--- config.mk ---
export PLATFORM = sky130hd
export DESIGN_NAME = spi_slave
export DESIGN_NICKNAME = d
export VERILOG_FILES = /design/src/rtl/spi_slave_sync_bit.sv /design/src/rtl/spi_slave.sv
export SDC_FILE = /design/constraint.sdc
export NUM_CORES = 1
export LEC_CHECK = 0
export BUFFER_PORTS_ARGS = -buffer_cell sky130_fd_sc_hd__buf_2
export CORE_AREA = 2 2 74 62
export CTS_BUF_LIST = sky130_fd_sc_hd__clkbuf_8
export CTS_CLUSTER_SIZE = 8
export DETAILED_ROUTE_END_ITERATION = 12
export DIE_AREA = 0 0 76 64
export HOLD_SLACK_MARGIN = 0.08
export PLACE_DENSITY = 0.79
export SYNTH_ARGS = -nofsm -noshare
export SYNTH_HDL_FRONTEND = slang
export SYNTH_SLANG_ARGS = --single-unit
--- constraint.sdc ---
create_clock -name clock -period 2.2 [get_ports clock]
set_input_delay 0.44 -clock clock [delete_from_list [all_inputs] [get_ports clock]]
set_output_delay 0.44 -clock clock [all_outputs]
set_load 0.01 [all_outputs]
--- src/rtl/spi_slave_sync_bit.sv ---
// rtl/spi_slave_sync_bit.sv - single-bit multi-stage synchronizer with reset init value
module sync_bit #(
    parameter int   SYNC = 2,
    parameter logic INIT = 1'b0
) (
    input  logic clock,
    input  logic reset,
    input  logic din,
    output logic dout
);

    logic [SYNC-1:0] chain;

    // Shift the asynchronous input through SYNC flops; reset parks the chain at INIT
    always_ff @(posedge clock or negedge reset) begin
        if (!reset) begin
            chain <= {SYNC{INIT}};
        end else begin
            chain <= {chain[SYNC-2:0], din};
        end
    end

    assign dout = chain[SYNC-1];

endmodule

--- src/rtl/spi_slave.sv ---
// rtl/spi_slave.sv - SPI mode 0 responder, MSB first, 8-bit frames
module spi_slave #(
    parameter int SYNC = 2
) (
    input  logic       clock,
    input  logic       reset,
    input  logic       spi_ck,
    input  logic       spi_ss_n,
    input  logic       spi_mosi,
    output logic       spi_miso,
    output logic       spi_miso_oe,
    input  logic [7:0] d,
    output logic [7:0] q,
    output logic       rx,
    output logic       first,
    output logic       busy
);

    localparam int W  = 8;
    localparam int BW = $clog2(W);
    localparam logic [BW-1:0] LAST_BIT = BW'(W - 1);
    localparam logic [1:0]    WARM_MAX = 2'(SYNC);

    typedef enum logic {
        S_IDLE,
        S_SEL
    } state_t;

    state_t state_q, state_d;

    logic ck_s, ss_s, mosi_s;
    logic ck_d, ss_d;
    logic [1:0] warm;
    logic armed;
    logic sck_rise, sck_fall, ss_fall, ss_rise;

    logic [BW-1:0] bit_cnt;
    logic [7:0]    byte_idx;
    logic [W-1:0]  rx_sr;
    logic [W-1:0]  tx_sr;
    logic          pend;
    logic          pend_first;

    sync_bit #(.SYNC(SYNC), .INIT(1'b0)) u_sync_ck (
        .clock(clock), .reset(reset), .din(spi_ck), .dout(ck_s)
    );
    sync_bit #(.SYNC(SYNC), .INIT(1'b1)) u_sync_ss (
        .clock(clock), .reset(reset), .din(spi_ss_n), .dout(ss_s)
    );
    sync_bit #(.SYNC(SYNC), .INIT(1'b1)) u_sync_mosi (
        .clock(clock), .reset(reset), .din(spi_mosi), .dout(mosi_s)
    );

    // Edge-detect delay registers; armed only once the synced SS_n has truly been seen high,
    // so a select held low across reset release does not look like a frame start
    always_ff @(posedge clock or negedge reset) begin
        if (!reset) begin
            ck_d  <= 1'b0;
            ss_d  <= 1'b1;
            warm  <= 2'd0;
            armed <= 1'b0;
        end else begin
            ck_d <= ck_s;
            ss_d <= ss_s;
            if (warm != WARM_MAX) begin
                warm <= warm + 2'd1;
            end
            if (warm == WARM_MAX && ss_s) begin
                armed <= 1'b1;
            end
        end
    end

    assign sck_rise = ck_s & ~ck_d;
    assign sck_fall = ~ck_s & ck_d;
    assign ss_fall  = armed & ss_d & ~ss_s;
    assign ss_rise  = ss_s & ~ss_d;

    // Select state register
    always_ff @(posedge clock or negedge reset) begin
        if (!reset) begin
            state_q <= S_IDLE;
        end else begin
            state_q <= state_d;
        end
    end

    // Select state transitions on the synchronized SS_n edges
    always_comb begin
        state_d = state_q;
        case (state_q)
            S_IDLE: if (ss_fall) state_d = S_SEL;
            S_SEL:  if (ss_rise) state_d = S_IDLE;
            default: state_d = S_IDLE;
        endcase
    end

    // Shift registers, counters and the delivered-byte strobe
    always_ff @(posedge clock or negedge reset) begin
        if (!reset) begin
            bit_cnt    <= '0;
            byte_idx   <= 8'd0;
            rx_sr      <= '1;
            tx_sr      <= '1;
            pend       <= 1'b0;
            pend_first <= 1'b0;
            q          <= 8'h00;
            rx         <= 1'b0;
            first      <= 1'b0;
        end else begin
            rx    <= 1'b0;
            first <= 1'b0;
            pend  <= 1'b0;
            // A completed byte is delivered even if SS rose in the same cycle
            if (pend) begin
                q     <= rx_sr;
                rx    <= 1'b1;
                first <= pend_first;
            end
            if (state_q == S_IDLE) begin
                bit_cnt  <= '0;
                byte_idx <= 8'd0;
                if (ss_fall) begin
                    tx_sr <= d;
                end
            end else begin
                if (sck_rise) begin
                    rx_sr   <= {rx_sr[W-2:0], mosi_s};
                    bit_cnt <= bit_cnt + 1'b1;
                    if (bit_cnt == LAST_BIT) begin
                        pend       <= 1'b1;
                        pend_first <= (byte_idx == 8'd0);
                        if (byte_idx != 8'hFF) begin
                            byte_idx <= byte_idx + 8'd1;
                        end
                    end
                end else if (sck_fall) begin
                    if (bit_cnt == '0 && byte_idx != 8'd0) begin
                        tx_sr <= d;
                    end else begin
                        tx_sr <= {tx_sr[W-2:0], 1'b1};
                    end
                end
                if (ss_rise) begin
                    bit_cnt  <= '0;
                    byte_idx <= 8'd0;
                    tx_sr    <= '1;
                end
            end
        end
    end

    assign busy        = (state_q == S_SEL);
    assign spi_miso_oe = busy;
    assign spi_miso    = busy ? tx_sr[W-1] : 1'b1;

endmodule

== After elaboration in Yosys (flattened, before gate mapping) ==
Index checks and enable logic that the tools add are counted.
Storage, ports and cells
  flip-flop bits (word level): 51
  logic and storage cells: 72
Operators by class
  bitwise gates (word level): 10
  add/subtract/negate cells: 3
  multiplexer cells: 23
  reductions and logical operators: 10
  eq/ne operators: 9
Operator list (number)
  two-way mux 8 bit: 11
  inequality test 3 x 1 -> 1 bit (second input constant): 4
  two-way mux 3 bit: 3
  AND reduction 3 bit: 3
  adder 8 x 1 -> 8 bit (second input constant): 1
  logical NOT 8 bit: 1
  two-way mux 1 bit: 8
  inequality test 8 bit (second input constant): 1
  nonzero test 8 bit: 1
  AND 1 bit: 5
  inverter 1 bit: 5
  adder 3 x 1 -> 3 bit (second input constant): 1
  == test 3 bit (second input constant): 1
  logical NOT 3 bit: 1
  inequality test 3 x 2 -> 1 bit (second input constant): 1
  adder 2 x 1 -> 2 bit (second input constant): 1
  == test 2 bit (second input constant): 1
  logical AND 1 bit: 2
  inequality test 2 bit (second input constant): 1
  case mux 1 bit (2 select lines): 1
  AND reduction 2 bit: 1
  nonzero test 2 bit: 1

== Longest topological paths before layout ==
Gate-level depths: netlist (run 1).
  word-level depth: 7
  mapped depth: 6
  mapped depth without buffers: 6

== Modules after synthesis ==
Synthesis (run 1) repeated with hierarchy kept, for this count alone.
Second synthesis, totals
  cells, all modules: 187
  area total of the unflattened synthesis: 2268.4 um^2
Modules (own cells, without submodules)
  spi_slave: area an instance 2113.3 um^2, sequential area each 1147.4 um^2, instances 1, cells each 181
  sync_bit at u_sync_mosi ...: area an instance 52.6 um^2, sequential area each 52.6 um^2, instances 2, cells each 2
  sync_bit at u_sync_ck: area an instance 50.0 um^2, sequential area each 50.0 um^2, instances 1, cells each 2

== Least setup slack after synthesis (run 1) ==
No wires, ideal clock.
  kind: flip-flop to flip-flop
  from: reg bit_cnt[0]
  to: reg byte_idx[5]
  arrival: 1538 ps
  setup slack: 530 ps
  library setup time: 132 ps
  period minus slack after synthesis: 1670 ps
  stages on the path, launching flop included: 7
  path through: dfrtp_1 ha_1 ha_1 nand4b_1 a2111oi_0 xnor2_1 nor2_1
On the way
  word-level cells in the longest chain between the ends: 3
Ends and longest elaborated chain
  start, declared: line spi_slave.sv:37  | logic [BW-1:0] bit_cnt;
  start signal, assigned: line spi_slave.sv:129  | bit_cnt <= bit_cnt + 1'b1;
  == test 3 bit: line spi_slave.sv:130  | if (bit_cnt == LAST_BIT) begin
  inequality test 3 x 1 -> 1 bit (no line)
  AND reduction 3 bit (no line)
  end signal, assigned: line spi_slave.sv:134  | byte_idx <= byte_idx + 8'd1;
  end, declared: line spi_slave.sv:38  | logic [7:0] byte_idx;
Every way passes these cells.
A chain may end at the register's enable or synchronous reset.

== Worst setup path in the final report (run 1) ==
Same ends and word-level chain as after synthesis.

==> flow_metrics.env, run 1 <==
export IMPL_synth_cells=183
export IMPL_drv_cap=0
export IMPL_relSlewSlack=0.392
export IMPL_synth_distinct_cells=43
export IMPL_setup_tns_ns=0
export IMPL_worstPathRequired_ns=2.39
export IMPL_gp_congestion=0.792
export IMPL_max_freq_mhz=535
export IMPL_syn_area_per_cell_um2=12.3
export IMPL_vias=1456
export IMPL_finalCritPeriodShare=0.850
export IMPL_tritoncts="done"
export IMPL_io_pins=26
export IMPL_fin_crit_ns=1.87
export IMPL_worstSetupStartpointType="flip-flop"
export IMPL_numPortBuffers=25
export IMPL_syn2layout_area_growth_pct=12.3
export IMPL_synth_seq_cells=51
export IMPL_ir_drop_v=0.000531
export IMPL_yosys_warnings=0
export IMPL_antenna_found_initial=0
export IMPL_critPathMaxFanout=5
export IMPL_syn_area_um2=2240
export IMPL_cts_sinks=51
export IMPL_diodes=0
export IMPL_yosys_area_top_type_share=0.334
export IMPL_clock_insertion_delay_worst_skew_ns=0.29
export IMPL_start_util=0.551
export IMPL_viasPerCell=5.41
export IMPL_regArea_um2=1300
export IMPL_critPathCaptureType="flip-flop"
export IMPL_fin_ws_ns=0.330
export IMPL_totalWireLength_um=3690
export IMPL_dieArea_um2=4860
export IMPL_path_clk_slew_ns=0.08
export IMPL_ant_nets=0
export IMPL_clockBufferDepth=2
export IMPL_ys_seq_area_frac=0.580
export IMPL_tightestPinTransition_ns=0.905
export IMPL_routedWlPerCell_um=13.7
export IMPL_leakage_nw=1.12
export IMPL_cts_htree_levels=2
export IMPL_postCtsHoldBufs=0
export IMPL_worstPathArrival_ns=2.06
export IMPL_die_height_um=64
export IMPL_place_ws_ns=0.368
export IMPL_num_rows=21
export IMPL_fin_skew_ns=0.00289
export IMPL_powerDensity_nw_per_um2=803
export IMPL_multi_input_area_um2=880
export IMPL_core_area_um2=4070
export IMPL_post_cts_resized=0
export IMPL_die_w_um=76
export IMPL_root_buffer="clkbuf_8"
export IMPL_finalSetupViolCount=0
export IMPL_grt_pass1_wl_um=6710
export IMPL_final_net_count=230
export IMPL_grt_ovfl_total=0
export IMPL_track_usage=0.176
export IMPL_synth_top_area_cell="dfrtp_1"
export IMPL_outcome="completed"
export IMPL_layoutNonFillerInstCount=269
export IMPL_drtPass1Iterations=4
export IMPL_drive_gt1_frac=0.377
export IMPL_crit_type="reg -> reg"
export IMPL_dr_first_iter_drc_count=66
export IMPL_synth_net_count=202
export IMPL_drc=0
export IMPL_report_final_slew_viol_count=0
export IMPL_grt_max_degree=30
export IMPL_place_hpwl_um=2630
export IMPL_grt_pass1_vias=1460
export IMPL_synth_area_leaders="dfrtp_1 (33%), dfstp_2 (25%), mux2_2 (8.5%)"
export IMPL_layout_commonest_cell="dfrtp_1"
export IMPL_final_cell_mix="dfrtp_1 (30), buf_2 (25), dfstp_2 (21)"
export IMPL_rsz0062_at_grt="false"
export IMPL_hold_class="in -> async"
export IMPL_cts_buffers=5
export IMPL_placed_cells=261
export IMPL_num_fill_cells=324
export IMPL_cts_setup_buffers=0
export IMPL_hold_viol=0
routing by layer:
layer	vias up	global-route usage	wire, µm
li1	718	-	-
met3	2	0.0523	156
met2	28	0.295	1800
met5	-	0	0
met1	708	0.228	1710
met4	0	0.0409	18
layout make-up:
type                       count  area share
clock buffer                   5      0.0273
clock inverter                 3     0.00645
inverter                       7      0.0104
multi-input combinational    117       0.349
sequential                    51       0.517
tap                           57      0.0283
timing repair buffer          29      0.0616
worst paths after layout:
kind | startpoint | endpoint | slack, ns | depth (start not counted)
max | bit_cnt[0] | byte_idx[5] | 0.33 | 6
min | reset | u_sync_ck.chain[0] | 0.15 | 1
min reg2reg | u_sync_ss.chain[0] | u_sync_ss.chain[1] | 0.36 | 0
max reg2reg | bit_cnt[0] | byte_idx[5] | 0.33 | 6
min in group clock | spi_mosi | u_sync_mosi.chain[0] | 0.24 | 1
max in group asynchronous | reset | tx_sr[1] | 1.37 | 2
through the flow:
stage | area (µm²) | hold WS, ns | power, mW | utilization
global placement | 2430 | 0.331 | 1.52 | 0.598
global route | 2520 | 0.182 | 2.16 | 0.619
detailed placement | 2430 | 0.336 | 1.54 | 0.598
finish | 2520 | 0.147 | 2.02 | 0.619
CTS | 2520 | 0.160 | 2.05 | 0.619
floorplan | 2240 | 0.144 | 1.44 | -
cells by family (layout without fill, tap and decap cells):
logic type,after synthesis,count (layout),synth area share
compound gates,38,38,0.124
xor+xnor,7,7,0.0273
fa+ha+maj,6,6,0.0334
buf+inv,15,44,0.0279
flops,51,51,0.580
mux,19,19,0.0942
simple gates,47,47,0.113
synthesized netlist by cell type (all sizes together):
cell     count
mux2i        2
or4          2
dfrtp       30
nor2        11
clkbuf       5
and2         1
a2111oi      1
nand2        5
nor4         2
a21oi        5
xor2         1
or3          1
or2          1
nand4b       1
nand4        1
ha           6
nor3         2
a31oi        7
a21o         1
o41ai        2
o211ai       1
nand2b       2
o21ai       12
nand3       10
o21a         1
xnor2        6
dfstp       21
buf          3
and4         1
and3         1
inv          7
nor2b        4
and2b        1
nand3b       1
o2111ai      1
mux2        17
a32oi        7
state kept, by name, indices dropped and copies added (netlist names):
| name | flops |
|---|---|
| bit_cnt | 3 |
| busy | 1 |
| rx | 1 |
| ss_d | 1 |
| tx_sr | 8 |
| warm | 2 |
| pend | 1 |
| rx_sr | 8 |
| u_sync_ss.chain | 2 |
| pend_first | 1 |
| byte_idx | 8 |
| u_sync_mosi.chain | 2 |
| first | 1 |
| armed | 1 |
| u_sync_ck.chain | 2 |
| ck_d | 1 |
| q | 8 |
where the power goes:
group	leakage (nW)	switching, mW	internal (mW)
combinational	0.457	0.135	0.145
clock	0.0453	0.286	0.218
sequential	0.619	0.0914	1.15
total	1.12	0.512	1.51
worst max-delay path: stages, from the launching register on:
cell,delay [ns]
dfrtp_1,0.39
ha_1,0.16
ha_1,0.20
nand4b_1,0.22
a2111oi_0,0.55
xnor2_1,0.19
nor2_1,0.06
(Power assumes the default switching activity.)
==> inputs of run 2 (changes only) <==
ABC_AREA = 1   (was default)
CORE_AREA = 2 2 76 63   (was 2 2 74 62)
DIE_AREA = 0 0 78 65   (was 0 0 76 64)
clock period = 1.75 ns   (was 2.2 ns; I/O delays follow)
==> flow_metrics.env, run 2 <==
export IMPL_diodes=0
export IMPL_tritoncts="done"
export IMPL_critPathCaptureType="output port"
export IMPL_relSlewSlack=0.715
export IMPL_synth_top_area_cell="dfrtp_1"
export IMPL_report_final_slew_viol_count=0
export IMPL_p_int_mw=1.80
export IMPL_worstSetupStartpointType="flip-flop"
export IMPL_totalWireLength_um=4120
export IMPL_ys_seq_area_frac=0.555
export IMPL_worstPathArrival_ns=1.33
export IMPL_fin_util=0.603
export IMPL_final_cell_mix="nand2_1 (64), nor2_1 (34), dfrtp_1 (30)"
export IMPL_dieArea_um2=5070
export IMPL_r2r_setup_slack_ns=0.23
export IMPL_crit_type="reg -> out"
export IMPL_drc=0
export IMPL_ys_async_sr_fraction=1.00
export IMPL_layout_commonest_cell="nand2_1"
export IMPL_synth_most_common_cell="nand2_1"
export IMPL_finalCritPeriodShare=0.960
export IMPL_place_ws_ns=0.253
export IMPL_syn_area_um2=2350
export IMPL_hold_viol=0
export IMPL_ant_nets=0
export IMPL_fin_ws_ns=0.0694
export IMPL_io_pins=26
export IMPL_final_net_count=313
export IMPL_start_util=0.533
export IMPL_drtPass1Iterations=4
export IMPL_ir_drop_v=0.000684
export IMPL_clock_power_share=0.256
export IMPL_tightestPinTransition_ns=0.426
export IMPL_routedWlPerCell_um=11.6
export IMPL_antenna_found_initial=0
export IMPL_critPathMaxFanout=7
export IMPL_die_w_um=78
export IMPL_crit_buf_inv=2
export IMPL_synthSimpleGateAreaFrac=0.254
export IMPL_numPortBuffers=25
export IMPL_finalSetupViolCount=0
export IMPL_path_clk_slew_ns=0.09
export IMPL_synth_area_leaders="dfrtp_1 (32%), dfstp_2 (24%), nand2_1 (10%)"
export IMPL_synth_net_count=281
export IMPL_dr_first_iter_drc_count=104
export IMPL_syn2layout_area_growth_pct=13.2
export IMPL_regArea_um2=1300
export IMPL_fin_skew_ns=0.00717
export IMPL_path_cells="inv_1 -> or2_2 -> buf_2"
export IMPL_worstPathRequired_ns=1.40
export IMPL_finalPower_mw=2.47
export IMPL_cts_htree_levels=2
export IMPL_synthAdderAreaFrac=0.0320
export IMPL_hold_class="in -> reg"
export IMPL_synth_distinct_cells=28
export IMPL_vias=1742
export IMPL_core_area_um2=4400
export IMPL_fin_crit_ns=1.68
export IMPL_place_hpwl_um=2930
export IMPL_synth_xor_area_frac=0.0149
export IMPL_track_usage=0.181
export IMPL_grt_ovfl_total=0
export IMPL_root_buffer="clkbuf_8"
export IMPL_synth_edf_count=0
export IMPL_num_fill_cells=370
export IMPL_worst_path_max_delay_cell="dfrtp_1"
export IMPL_cts_buffers=5
export IMPL_critPathTopFamily="flip-flops"
export IMPL_viasPerCell=4.91
export IMPL_synth_seq_cells=51
export IMPL_yosys_warnings=0
export IMPL_grt_max_degree=52
export IMPL_synth_commonest_cells="nand2_1 (64), nor2_1 (34), dfrtp_1 (30)"
export IMPL_powerDensity_nw_per_um2=929
export IMPL_grt_pass1_wl_um=7190
export IMPL_rsz0062_at_grt="false"
export IMPL_cts_sinks=51
export IMPL_leakage_nw=1.36
export IMPL_pwr_share_seq=0.592
export IMPL_gp_congestion=0.929
export IMPL_cpPeakStageDelay_ns=0.51
export IMPL_drive_gt1_frac=0.271
export IMPL_power_switching_share=0.270
export IMPL_die_height_um=65
export IMPL_pwr_share_comb=0.152
export IMPL_synth_top_family_by_area="simple AND/OR/NAND/NOR gates"
export IMPL_setup_tns_ns=0
export IMPL_synthMuxAreaShare=0.0144
export IMPL_synth_cells=262
export IMPL_synthFlopType="dfrtp_1"
export IMPL_power_switching_uw=667
export IMPL_syn_area_per_cell_um2=8.95
export IMPL_grt_pass1_vias=1624
export IMPL_clockBufferDepth=2
export IMPL_clock_insertion_delay_worst_skew_ns=0.30
export IMPL_outcome="completed"
export IMPL_num_rows=22
export IMPL_max_freq_mhz=595
export IMPL_yosys_area_top_type_share=0.320
export IMPL_multi_input_area_um2=897
export IMPL_drv_cap=0
export IMPL_synth_compound_area_frac=0.0672
-- run 2: final timing paths --
path / start / end / cells after the start
min reg2reg: u_sync_ck.chain[0] / u_sync_ck.chain[1] / 0
min: spi_ss_n / u_sync_ss.chain[0] / 1
max in group asynchronous: reset / rx_sr[4] / 3
min in group asynchronous: reset / warm[0] / 3
max reg2reg: ss_d / tx_sr[0] / 6
max: busy / spi_miso / 3
-- run 2: cell type report --
class / count / area share
multi-input combinational: 175 / 0.338
clock buffer: 5 / 0.0259
clock inverter: 3 / 0.00565
sequential: 51 / 0.490
tap: 60 / 0.0283
inverter: 30 / 0.0424
timing repair buffer: 31 / 0.0697
-- run 2: kinds of logic after synthesis --
kind of cell               count (synthesis)
and+or+nand+nor                          135
AOI/OAI and AO/OA                         27
xor gates and xnor gates                   4
muxes                                      3
buffers and inverters                     36
adders and majority gates                  6
DFF                                       51
-- run 2: metrics by stage --
| step | cells | cell area [µm²] | hold slack, ns |
|---|---|---|---|
| after floorplan | 262 | 2350 | 0.0544 |
| after global placement | 346 | 2560 | 0.337 |
| after detailed placement | 346 | 2560 | 0.341 |
| after CTS | 355 | 2660 | 0.134 |
| after global routing | 355 | 2660 | 0.131 |
| final | 355 | 2660 | 0.141 |
-- run 2: power groups by stage --
stage	combinational [mW]	sequential, mW	clock, mW
3_5_place_dp	0.381	1.48	0
6_report	0.376	1.46	0.633
4_1_cts	0.382	1.46	0.653
5_1_grt	0.438	1.48	0.709
3_3_place_gp	0.366	1.48	0
2_1_floorplan	0.274	1.46	0
-- run 2: metal layers --
layer | up-vias | share of wire | routed length, µm | GRT usage
li1 | 887 | - | - | -
met2 | 37 | 0.45 | 1860 | 0.280
met3 | 9 | 0.046 | 188 | 0.0334
met5 | - | 0 | 0 | 0
met4 | 0 | 0.023 | 93 | 0.0768
met1 | 809 | 0.48 | 1980 | 0.254
-- run 2: what timing repair did --
item                                   4_1_cts  5_1_grt
endpoints found under the hold margin       30        0
hold buffers                                 1        0
setup buffers                                0        0
resized for setup                            0        0
-- run 2: worst reg2reg max path: cells and delay by family (launching register included) --
family                 cells  cell delay, ns
buffers and inverters      1            0.05
AND/OR/NAND/NOR            3            0.33
AO/OA/AOI/OAI              2            0.54
flip-flops                 1            0.53
